File: src/rtl/ifetch_pkg.sv
// Shared widths and types for the instruction fetch stage.
package ifetch_pkg;
  localparam int ALEN = 32;
  localparam int ILEN = 32;

  typedef struct packed {
    logic            exception;
    logic [ILEN-1:0] instr;
    logic [ALEN-1:0] addr;
  } fetch_entry_t;

  typedef enum logic {FETCH, HALTED} ifetch_state_t;
endpackage

File: src/rtl/ifetch_if.sv
// Instruction memory port: in-order requests, in-order responses.
interface ifetch_if;
  import ifetch_pkg::*;

  logic            mem_req_valid;
  logic            mem_req_ready;
  logic [ALEN-1:0] mem_req_addr;
  logic            mem_resp_valid;
  logic [ILEN-1:0] mem_resp_data;
  logic            mem_resp_error;

  modport master (
    output mem_req_valid, mem_req_addr,
    input  mem_req_ready, mem_resp_valid, mem_resp_data, mem_resp_error
  );

  modport slave (
    input  mem_req_valid, mem_req_addr,
    output mem_req_ready, mem_resp_valid, mem_resp_data, mem_resp_error
  );
endinterface

File: src/rtl/ifetch_fetch_queue.sv
// Small synchronous FIFO of fetch entries; clear has priority over push/pop.
module ifetch_fetch_queue
  import ifetch_pkg::*;
#(
  parameter  int DEPTH = 2,
  localparam int CW    = $clog2(DEPTH + 1),
  localparam int PW    = (DEPTH > 1) ? $clog2(DEPTH) : 1
) (
  input  logic         clk,
  input  logic         rst,
  input  logic         i_push,
  input  logic         i_pop,
  input  logic         i_clear,
  input  fetch_entry_t i_data,
  output fetch_entry_t o_head,
  output logic [CW-1:0] o_count,
  output logic         o_empty,
  output logic         o_full
);
  fetch_entry_t  r_mem [DEPTH];
  logic [PW-1:0] r_wr, r_rd;
  logic [CW-1:0] r_cnt;
  logic          w_push, w_pop;

  function automatic logic [PW-1:0] inc(input logic [PW-1:0] p);
    return (p == PW'(DEPTH - 1)) ? '0 : p + PW'(1);
  endfunction

  assign o_count = r_cnt;
  assign o_empty = (r_cnt == '0);
  assign o_full  = (r_cnt == CW'(DEPTH));
  assign o_head  = r_mem[r_rd];
  assign w_pop   = i_pop && !o_empty;
  assign w_push  = i_push && (!o_full || w_pop);

  always_ff @(posedge clk or posedge rst) begin
    if (rst) begin
      r_wr  <= '0;
      r_rd  <= '0;
      r_cnt <= '0;
    end else if (i_clear) begin
      r_wr  <= '0;
      r_rd  <= '0;
      r_cnt <= '0;
    end else begin
      if (w_push) r_wr <= inc(r_wr);
      if (w_pop)  r_rd <= inc(r_rd);
      r_cnt <= r_cnt + CW'(w_push) - CW'(w_pop);
    end
  end

  always_ff @(posedge clk) begin
    if (w_push && !i_clear) r_mem[r_wr] <= i_data;
  end
endmodule

File: src/rtl/ifetch.sv
// Fetch stage: PC, credit-limited request issue, response queue, flush/redirect
// with stale-response dropping, and a halt on access faults or misaligned targets.
module ifetch
  import ifetch_pkg::*;
#(
  parameter logic [ALEN-1:0] RESET_PC     = '0,
  parameter int              FQ_DEPTH     = 2,
  parameter int              MAX_INFLIGHT = 2
) (
  input  logic            clk,
  input  logic            rst,
  input  logic            flush,
  input  logic [ALEN-1:0] flush_target,
  input  logic            next_stalled,
  output logic            stall_next,
  output logic            ifetch_exception,
  output logic [ILEN-1:0] instruction,
  output logic [ALEN-1:0] instruction_addr,
  output logic [ALEN-1:0] instruction_next_addr,
  ifetch_if.master        mem
);
  localparam int IW = $clog2(MAX_INFLIGHT + 1);
  localparam int QW = $clog2(FQ_DEPTH + 1);
  localparam int SW = $clog2(MAX_INFLIGHT + FQ_DEPTH + 1) + 1;

  ifetch_state_t   r_state, w_state_nxt;
  logic [ALEN-1:0] r_pc, w_pc_nxt, r_resp_pc, w_resp_pc_nxt, r_mis_addr, w_mis_addr_nxt;
  logic [IW-1:0]   r_inflight, w_inflight_nxt, r_drop, w_drop_nxt;
  logic            r_mis_pend, w_mis_pend_nxt;

  fetch_entry_t    w_head, w_push_data;
  logic [QW-1:0]   w_q_count;
  logic            w_q_empty, w_q_full, w_push, w_pop, w_resp_push, w_mis_push;
  logic            w_req_valid, w_fire, w_resp, w_stale;
  logic [IW-1:0]   w_live;
  logic [SW-1:0]   w_used;

  assign w_resp  = mem.mem_resp_valid;
  assign w_stale = (r_drop != '0);
  assign w_pop   = !w_q_empty && !next_stalled;
  assign w_live  = r_inflight - r_drop;
  // Live requests plus queued words, net of this cycle's pop, must stay under
  // the queue depth; counting the pop keeps a free-running stream at 1 word/cycle.
  assign w_used  = SW'(w_live) + SW'(w_q_count) - SW'(w_pop);

  assign w_req_valid = !rst && (r_state == FETCH) && !flush &&
                       (r_inflight < IW'(MAX_INFLIGHT)) && (w_used < SW'(FQ_DEPTH));
  assign w_fire      = w_req_valid && mem.mem_req_ready;
  assign w_resp_push = w_resp && !w_stale && !flush;
  // Misaligned-target fault entry waits until every stale response is gone.
  assign w_mis_push  = r_mis_pend && !w_stale && !flush;
  assign w_push      = w_resp_push || w_mis_push;

  always_comb begin
    w_push_data           = '0;
    w_push_data.exception = mem.mem_resp_error;
    w_push_data.instr     = mem.mem_resp_data;
    w_push_data.addr      = r_resp_pc;
    if (w_mis_push) begin
      w_push_data.exception = 1'b1;
      w_push_data.instr     = '0;
      w_push_data.addr      = r_mis_addr;
    end
  end

  ifetch_fetch_queue #(.DEPTH(FQ_DEPTH)) u_fq (
    .clk     (clk),
    .rst     (rst),
    .i_push  (w_push),
    .i_pop   (w_pop),
    .i_clear (flush),
    .i_data  (w_push_data),
    .o_head  (w_head),
    .o_count (w_q_count),
    .o_empty (w_q_empty),
    .o_full  (w_q_full)
  );

  always_comb begin
    w_state_nxt    = r_state;
    w_pc_nxt       = r_pc;
    w_resp_pc_nxt  = r_resp_pc;
    w_inflight_nxt = r_inflight + IW'(w_fire) - IW'(w_resp);
    w_drop_nxt     = r_drop;
    w_mis_pend_nxt = r_mis_pend;
    w_mis_addr_nxt = r_mis_addr;
    if (flush) begin
      w_pc_nxt       = {flush_target[ALEN-1:2], 2'b00};
      w_resp_pc_nxt  = {flush_target[ALEN-1:2], 2'b00};
      w_drop_nxt     = r_inflight - IW'(w_resp);
      w_mis_pend_nxt = |flush_target[1:0];
      w_mis_addr_nxt = flush_target;
      w_state_nxt    = (|flush_target[1:0]) ? HALTED : FETCH;
    end else begin
      if (w_fire) w_pc_nxt = r_pc + ALEN'(4);
      if (w_resp && w_stale) w_drop_nxt = r_drop - IW'(1);
      if (w_resp_push) begin
        w_resp_pc_nxt = r_resp_pc + ALEN'(4);
        if (mem.mem_resp_error) w_state_nxt = HALTED;
      end
      if (w_mis_push) w_mis_pend_nxt = 1'b0;
    end
  end

  always_ff @(posedge clk or posedge rst) begin
    if (rst) begin
      r_state    <= FETCH;
      r_pc       <= RESET_PC;
      r_resp_pc  <= RESET_PC;
      r_inflight <= '0;
      r_drop     <= '0;
      r_mis_pend <= 1'b0;
      r_mis_addr <= '0;
    end else begin
      r_state    <= w_state_nxt;
      r_pc       <= w_pc_nxt;
      r_resp_pc  <= w_resp_pc_nxt;
      r_inflight <= w_inflight_nxt;
      r_drop     <= w_drop_nxt;
      r_mis_pend <= w_mis_pend_nxt;
      r_mis_addr <= w_mis_addr_nxt;
    end
  end

  assign mem.mem_req_valid     = w_req_valid;
  assign mem.mem_req_addr      = r_pc;
  assign stall_next            = w_q_empty;
  assign ifetch_exception      = w_head.exception;
  assign instruction           = w_head.instr;
  assign instruction_addr      = w_head.addr;
  assign instruction_next_addr = w_head.addr + ALEN'(4);

  a_no_overflow: assert property (@(posedge clk) disable iff (rst) !(w_resp_push && w_q_full));
endmodule

File: src/flat_wrapper.sv
// flat-port wrapper written by rule: the top's interface ports become plain ports
module ifetch_flat import ifetch_pkg::*;
#(
  parameter logic [ALEN-1:0] RESET_PC     = '0,
  parameter int              FQ_DEPTH     = 2,
  parameter int              MAX_INFLIGHT = 2
)
  (clk, rst, flush, flush_target, next_stalled, stall_next, ifetch_exception, instruction, instruction_addr, instruction_next_addr, mem_mem_req_valid, mem_mem_req_addr, mem_mem_req_ready, mem_mem_resp_valid, mem_mem_resp_data, mem_mem_resp_error);
  ifetch_if mem_i ();
  input  logic clk;
  input  logic rst;
  input  logic flush;
  input  logic [ALEN-1:0] flush_target;
  input  logic next_stalled;
  output logic stall_next;
  output logic ifetch_exception;
  output logic [ILEN-1:0] instruction;
  output logic [ALEN-1:0] instruction_addr;
  output logic [ALEN-1:0] instruction_next_addr;
  output wire logic [$bits(mem_i.mem_req_valid)-1:0] mem_mem_req_valid;
  output wire logic [$bits(mem_i.mem_req_addr)-1:0] mem_mem_req_addr;
  input wire logic [$bits(mem_i.mem_req_ready)-1:0] mem_mem_req_ready;
  input wire logic [$bits(mem_i.mem_resp_valid)-1:0] mem_mem_resp_valid;
  input wire logic [$bits(mem_i.mem_resp_data)-1:0] mem_mem_resp_data;
  input wire logic [$bits(mem_i.mem_resp_error)-1:0] mem_mem_resp_error;
  assign mem_mem_req_valid = mem_i.mem_req_valid;
  assign mem_mem_req_addr = mem_i.mem_req_addr;
  assign mem_i.mem_req_ready = mem_mem_req_ready;
  assign mem_i.mem_resp_valid = mem_mem_resp_valid;
  assign mem_i.mem_resp_data = mem_mem_resp_data;
  assign mem_i.mem_resp_error = mem_mem_resp_error;
  ifetch #(.RESET_PC(RESET_PC), .FQ_DEPTH(FQ_DEPTH), .MAX_INFLIGHT(MAX_INFLIGHT)) u_core (.clk(clk), .rst(rst), .flush(flush), .flush_target(flush_target), .next_stalled(next_stalled), .stall_next(stall_next), .ifetch_exception(ifetch_exception), .instruction(instruction), .instruction_addr(instruction_addr), .instruction_next_addr(instruction_next_addr), .mem(mem_i));
endmodule
File: config.mk
export PLATFORM = sky130hd
export DESIGN_NAME = ifetch_flat
export DESIGN_NICKNAME = d
export VERILOG_FILES = /design/src/rtl/ifetch_pkg.sv /design/src/rtl/ifetch_if.sv /design/src/rtl/ifetch_fetch_queue.sv /design/src/rtl/ifetch.sv /design/src/flat_wrapper.sv
export SDC_FILE = /design/constraint.sdc
export NUM_CORES = 1
export LEC_CHECK = 0
export BUFFER_PORTS_ARGS = -buffer_cell sky130_fd_sc_hd__buf_2
export CAP_MARGIN = 30
export CELL_PAD_IN_SITES_DETAIL_PLACEMENT = 1
export CELL_PAD_IN_SITES_GLOBAL_PLACEMENT = 1
export CORE_MARGIN = 2
export CORE_UTILIZATION = 45
export CTS_CLUSTER_DIAMETER = 50
export CTS_CLUSTER_SIZE = 20
export DETAILED_ROUTE_END_ITERATION = 10
export PLACE_DENSITY_LB_ADDON = 0.1
export REMOVE_ABC_BUFFERS = 1
export SETUP_SLACK_MARGIN = 0.4
export SLEW_MARGIN = 20
export SYNTH_ARGS = -nofsm -noshare
export SYNTH_HDL_FRONTEND = slang
export SYNTH_SLANG_ARGS = --single-unit
File: constraint.sdc
create_clock -name clk -period 5.3 [get_ports clk]
set_input_delay 0.53 -clock clk [delete_from_list [all_inputs] [get_ports clk]]
set_output_delay 0.53 -clock clk [all_outputs]
set_load 0.02 [all_outputs]
Word-level counts from Yosys, hierarchy flattened. Memory sizes are Yosys's and may differ from the RTL's. Cells that the tools add are included.

Bits in registers: 106. Bits in writable memories: 130. Input bits: 71. Output and inout bits: 131. Word-level logic and storage cells: 84. Memories: 1.

Add/sub/neg operators: 14. Order comparisons: 2. Eq/ne operators: 1. Multiplexer cells: 22. Bitwise gates (word level): 1. Reduce and logical (&&, ||, !) cells: 33.

Memory list: u_core.u_fq.r_mem (depth 2, bits a word 65, rd ports 1, clocked after Yosys merged registers in 0, write ports 1, RTL line ifetch_fetch_queue.sv:20) `fetch_entry_t r_mem [DEPTH];`.

Operators by type and width (count): $mux 32 (4); $add 32x3->32 const B (3); $mux 65 (1); $reduce_bool 2->1 (8); $logic_and 1x1->1 (14); $mux 1 (14); $logic_not 1->1 (6); $mux 2 (3); $sub 2x1->2 (3); $add 2x1->2 (2); $lt 4x2->1 const B (1); $sub 4x1->4 (1); $add 2x2->3 (1); $add 1x1->1 const B (2); $eq 2x2->1 const B (1); $logic_not 2->1 (1); $logic_or 1x1->1 (2); $lt 2x2->1 const B (1); $reduce_and 2->1 (1); $reduce_or 2->1 (1); $sub 2x1->2 const B (1); $sub 2x2->2 (1); $not 1->1 (1).

Depth between registers and ports, before layout.
Word-level depth: 9. Gate-level depth with buffers: 14. Mapped depth without buffers: 13.

Modules after synthesis. Synthesis repeated with hierarchy kept, for this count alone.

Cell total of the unflattened synthesis: 962. Area, all modules: 11842.6 um^2.

Modules (own cells, without submodules): ifetch (instances 1, cells each 734, area each 6746.5 um^2, seq. area each 2452.4 um^2); ifetch_fetch_queue (instances 1, cells each 228, area each 5096.1 um^2, seq. area each 4003.8 um^2).

Least setup slack after synthesis. Ideal clock, no wire load.

Path kind: register to register. Start: register u_core.r_drop[0]. End: memory u_core.u_fq.r_mem[0][0] (netlist bit) (enable). Library setup time: 0.496 ns. Data arrival time: 4.301 ns. Required time: 4.804 ns. Slack: 0.503 ns. Stages on the path, launching flop included: 8. Buffers on the path: 0. Period minus slack after synthesis: 4.797 ns. Cell sequence: dfrtp_1 inv_1 ha_1 nand2_1 o21ai_0 inv_1 a31oi_1 nor2b_1.

Word-level cells in the longest chain between the ends: 9. Elaborated cells on any way between the ends: 11. Those cells by class: mux (2); reduce/logical (9).

Ends and longest elaborated chain: start, declared (RTL line ifetch.sv:28) `logic [IW-1:0] r_inflight, w_inflight_nxt, r_drop, w_drop_nxt;`; start signal, assigned (RTL line ifetch.sv:119) `r_drop <= w_drop_nxt;`; $reduce_bool 2->1 (*) (RTL line ifetch.sv:39) `assign w_stale = (r_drop != '0);`; $logic_not 1->1 (*) (RTL line ifetch.sv:49, ifetch.sv:51); $logic_and 1x1->1 (on tied branches) (2 in series) (RTL line ifetch.sv:49, ifetch.sv:51); $logic_or 1x1->1 (*) (RTL line ifetch.sv:52) `assign w_push = w_resp_push || w_mis_push;`; $logic_and 1x1->1 (*) (RTL line ifetch_fetch_queue.sv:34) `assign w_push = i_push && (!o_full || w_pop);`; $logic_and 1x1->1 (*) (RTL line ifetch_fetch_queue.sv:53) `if (w_push && !i_clear) r_mem[r_wr] <= i_data;`; $mux 1 (*) (RTL line ifetch_fetch_queue.sv:53); $mux 1 (implied by the code) (*) (RTL line ifetch_fetch_queue.sv:53); end, declared (RTL line ifetch_fetch_queue.sv:20).

Mark *: on every way between the ends. The rest lies on a longest branch, timed or not.

Final worst setup path.
Start: register u_core.u_fq.r_rd. End: output instruction_next_addr[26].

Word-level cells in the longest chain between the ends: 2.

Ends and longest elaborated chain: start, declared (RTL line ifetch_fetch_queue.sv:21) `logic [PW-1:0] r_wr, r_rd;`; start signal, assigned (RTL line ifetch_fetch_queue.sv:47) `if (w_pop) r_rd <= inc(r_rd);`; $mem_v2 2x65; $add 32x3->32 (RTL line ifetch.sv:131) `assign instruction_next_addr = w_head.addr + ALEN'(4);`; end, declared (RTL line flat_wrapper.sv:19) `output logic [ALEN-1:0] instruction_next_addr;`.

Every way passes these cells.

==> metrics.txt <==
# TYPE chip_impl_metric gauge
chip_impl_metric{name="cts_setup_buffers",unit=""} 0
chip_impl_metric{name="number_of_buffers_between_clock_root_and_the_deepest_sink",unit=""} 3
chip_impl_metric{name="timing_max_transition_violations_final",unit=""} 0
chip_impl_metric{name="detailedRoute.firstIterationViolations",unit=""} 441
chip_impl_metric{name="cts.htree.levels",unit=""} 1
chip_impl_metric{name="grt_pass1_wl",unit="mm"} 47.9
chip_impl_metric{name="cts_made_buffers",unit=""} 29
chip_impl_metric{name="worstSkewPairLatency",unit="ns"} 0.54
chip_impl_metric{name="top_level_i_o_count",unit=""} 202
chip_impl_info{name="critPathLaunchType",value="flop"} 1
chip_impl_metric{name="die_width",unit="um"} 162
chip_impl_metric{name="max_freq",unit="MHz"} 247
chip_impl_metric{name="total_buffers_and_inverters_traversed_by_the_critical_path",unit=""} 2
chip_impl_metric{name="placeableCoreArea",unit="um2"} 24500
chip_impl_metric{name="syn-cell-area",unit="um2"} 11300
chip_impl_metric{name="finalCriticalPeriod",unit="ns"} 4.04
chip_impl_metric{name="worstRegToRegCells",unit=""} 11
chip_impl_metric{name="final_antenna_net_count",unit=""} 0
chip_impl_info{name="criticalPathCategory",value="flop to output pin"} 1
chip_impl_metric{name="synth-edff-count",unit=""} 130
chip_impl_info{name="ys.flop_type",value="edfxtp_1"} 1
chip_impl_metric{name="port_buffers",unit=""} 199
chip_impl_metric{name="flow.area_growth_from_synthesis",unit="%"} 20.6
chip_impl_metric{name="num_rows",unit=""} 57
chip_impl_metric{name="vias_per_cell",unit=""} 5.49
chip_impl_metric{name="worstPathRequired",unit="ns"} 4.77
chip_impl_metric{name="num-fill-cells",unit=""} 2633
chip_impl_metric{name="worst_slew_pin_slew",unit="ns"} 0.884
chip_impl_metric{name="vias",unit=""} 8235
chip_impl_metric{name="initial_core_util",unit=""} 0.462
chip_impl_metric{name="critical_path_arrival",unit="ns"} 3.51
chip_impl_metric{name="numClockSinks",unit=""} 232
chip_impl_metric{name="power_density",unit="nW/um2"} 485
chip_impl_metric{name="place_worst_setup_slack",unit="ns"} 1.63
chip_impl_metric{name="number_of_antenna_violations_at_the_first_check_in_global_routing",unit=""} 0
chip_impl_metric{name="yosysSeqAreaShare",unit=""} 0.572
chip_impl_metric{name="finish.net_count",unit=""} 1236
chip_impl_metric{name="power.ir.vdd_worst",unit="V"} 0.000197
chip_impl_metric{name="timing.slew.headroom",unit=""} 0.411
chip_impl_metric{name="timing.critical_path.fanout_max",unit=""} 54
chip_impl_metric{name="timing.final.crit_share",unit=""} 0.763
chip_impl_metric{name="utilization",unit=""} 0.556
chip_impl_info{name="critical-path-top-cell-by-count",value="nand4_1"} 1
chip_impl_info{name="clock-root-buffer",value="clkbuf_16"} 1
chip_impl_metric{name="detailed_place.area",unit="um2"} 12600
chip_impl_metric{name="aggregate_global_routing_overflow",unit=""} 0
chip_impl_info{name="run_status",value="completed"} 1
chip_impl_info{name="crit_slowest_cell",value="dfrtp_4"} 1
chip_impl_metric{name="gp_congestion",unit=""} 0.814
chip_impl_metric{name="postRouteWirelength",unit="mm"} 30.4
chip_impl_metric{name="final_design_area_no_fill",unit="um2"} 13600
chip_impl_metric{name="power.static_leakage",unit="nW"} 5.53
chip_impl_metric{name="max_stage_delay",unit="ns"} 0.70
chip_impl_metric{name="dp.cells",unit=""} 1445
chip_impl_metric{name="timing.final.setup_violations",unit=""} 0
chip_impl_metric{name="estimated_wirelength_of_the_detail_placed_design",unit="mm"} 21.0
chip_impl_metric{name="track_usage",unit=""} 0.231
chip_impl_metric{name="maximum_number_of_pins_on_one_net_before_global_route_repair",unit=""} 86
chip_impl_metric{name="antenna_cells",unit=""} 0
chip_impl_metric{name="synth_seq_cells",unit=""} 232
chip_impl_metric{name="dieArea",unit="um2"} 26400
chip_impl_metric{name="cp_num_cells",unit=""} 7
chip_impl_metric{name="max_cap_viol_count",unit=""} 0
chip_impl_metric{name="cts.reportedPaths.clkPinSlew",unit="ns"} 0.07
chip_impl_metric{name="die_y",unit="um"} 162
chip_impl_info{name="timing.critical_path.max_delay_family",value="buffers and inverters"} 1
chip_impl_metric{name="synth_warnings",unit=""} 0
chip_impl_info{name="rsz_0062_raised_after_global_routing",value="false"} 1
chip_impl_metric{name="drtPass1Iterations",unit=""} 5
chip_impl_metric{name="synth_area_per_cell",unit="um2"} 11.8
chip_impl_metric{name="drc",unit=""} 0
chip_impl_metric{name="hold_buffers",unit=""} 0
chip_impl_metric{name="drive_above_1_share",unit=""} 0.320
chip_impl_info{name="crit_path_cell_trace",value="buf_4 -> nand4_1 -> a21oi_1 -> nand4_1 -> nor2_1 -> xor2_1 -> buf_2"} 1
chip_impl_metric{name="finalWorstSetupSlack",unit="ns"} 1.26
chip_impl_metric{name="ys_types",unit=""} 63
chip_impl_metric{name="clock-skew-final",unit="ns"} 0.0116
chip_impl_info{name="type_of_element_capturing_the_critical_path",value="output pin"} 1
chip_impl_metric{name="synth-async-reset-ratio",unit=""} 0.440
chip_impl_metric{name="via_count_of_the_first_global_routing_pass",unit=""} 8509
chip_impl_metric{name="timing_hold_violations_final",unit=""} 0
chip_impl_info{name="hp-class",value="input port to asynchronous set/reset pin"} 1
chip_impl_metric{name="fin_total_pwr",unit="mW"} 6.61
chip_impl_metric{name="final_cell_count_without_fillers",unit=""} 1501
chip_impl_metric{name="postSynthCellCount",unit=""} 955
chip_impl_metric{name="number_of_gates_resized_after_cts",unit=""} 0
chip_impl_info{name="cts_tree",value="done"} 1
chip_impl_metric{name="wl_per_cell",unit="um"} 20.3
layout make-up:
class,count,area [um2],share of cell area
clock buffer,32,737,0.0541
tap,324,405,0.0298
multi-input combinational,624,4430,0.325
sequential,232,6460,0.475
timing repair buffer,210,1100,0.0811
clock inverter,22,259,0.0190
inverter,57,216,0.0159
worst reg2reg max path, delay by kind of cell (launching register included):
family                   cells  cell delay [ns]
XOR/XNOR                     3             0.61
buffers and inverters        1             0.07
AND/OR/NAND/NOR              2             0.96
adder cells (fa/ha/maj)      3             1.09
AO/OA/AOI/OAI                2             0.47
flip-flops                   1             0.40
power breakdown:
part / internal (mW) / switching, mW / total [mW]
clock: 1.19 / 0.838 / 2.02
sequential: 2.25 / 0.216 / 2.47
combinational: 0.778 / 1.33 / 2.11
flip-flops by register name (all words and copies together) (netlist names):
register / count
u_core.mem.mem_req_addr: 30
u_core.r_drop: 2
u_core.r_inflight: 2
u_core.r_mis_addr: 32
u_core.r_mis_pend: 1
u_core.r_resp_pc: 30
u_core.r_state: 1
u_core.u_fq.o_count: 2
u_core.u_fq.r_mem: 130
u_core.u_fq.r_rd: 1
u_core.u_fq.r_wr: 1
routing by layer:
metal | track usage | vias to the layer above | routed length, um
met5 | 0 | - | 0
met4 | 0.0575 | 0 | 614
met3 | 0.0293 | 39 | 1420
met2 | 0.386 | 213 | 14600
met1 | 0.322 | 4129 | 13800
li1 | - | 3854 | -
placed cells by master (no fill, tap or decap), drive strengths merged, types with 7 or more instances in the layout:
cell type / instances
xnor2: 35
and3: 14
nor2: 29
a31oi: 8
nand2: 89
edfxtp: 130
clkinv: 7
o21ai: 84
nor4: 7
nand3: 32
mux2i: 14
and2: 38
nor3: 12
buf: 210
ha: 10
xor2: 36
inv: 67
clkbuf: 32
nand4: 38
a21oi: 18
mux2: 92
dfrtp: 102
final timing paths:
check | start | end | slack, ns
worst max-delay path | u_core.u_fq.r_rd | instruction_next_addr[26] | 1.26
worst min-delay path | rst | u_core.mem.mem_req_addr[5] | 0.03
worst max register to register | u_core.r_drop[0] | u_core.mem.mem_req_addr[28] | 1.61
worst min register to register | u_core.r_mis_addr[5] | u_core.r_mis_addr[5] | 0.51
max in group asynchronous | rst | u_core.mem.mem_req_addr[13] | 4.16
min in group clk | flush_target[1] | u_core.r_mis_addr[1] | 0.23
through the flow:
stage	hold slack (ns)	setup TNS, ns
finish	0.0271	0
global placement	0.485	0
global route	0.0521	0
CTS	0.209	0
detailed placement	0.493	0
floorplan	0.463	-53.76
synth_stat cells (all sizes together) (2+ instances only):
cell    count  share of area
o31a        6         0.0047
mux2i      14          0.012
or2         2         0.0011
o211ai      5         0.0033
xnor2      35          0.027
xor2       36          0.028
nand3      32          0.014
a21oi      18         0.0086
or4         2         0.0013
nand4b      6         0.0047
o31ai       5         0.0033
or3         6         0.0033
nor2       29         0.0096
o311ai      2         0.0016
o21ai      84          0.037
nand4      38          0.023
nor3       12         0.0072
o41ai       2         0.0032
a21o        4         0.0027
and4        6         0.0047
and2       38          0.021
inv        57          0.019
nor2b       2         0.0011
ha         10          0.011
and3       14         0.0078
o21bai      2         0.0017
a31oi       8         0.0044
edfxtp    130           0.35
nand2b      4         0.0022
buf        24          0.012
a211oi      3         0.0029
nor4        7         0.0063
nand2      89          0.030
dfrtp     102           0.23
mux2       92          0.092
clkbuf     19         0.0063
kinds of logic after synthesis:
family / share of synthesized area
flip-flops: 0.572
buffers and inverters: 0.0372
other: 0.000332
AO/OA/AOI/OAI: 0.0780
XOR/XNOR: 0.0551
adder cells (fa/ha/maj): 0.0129
multiplexers: 0.104
AND/OR/NAND/NOR: 0.140
No activity file was read; power rests on OpenSTA's default activity.
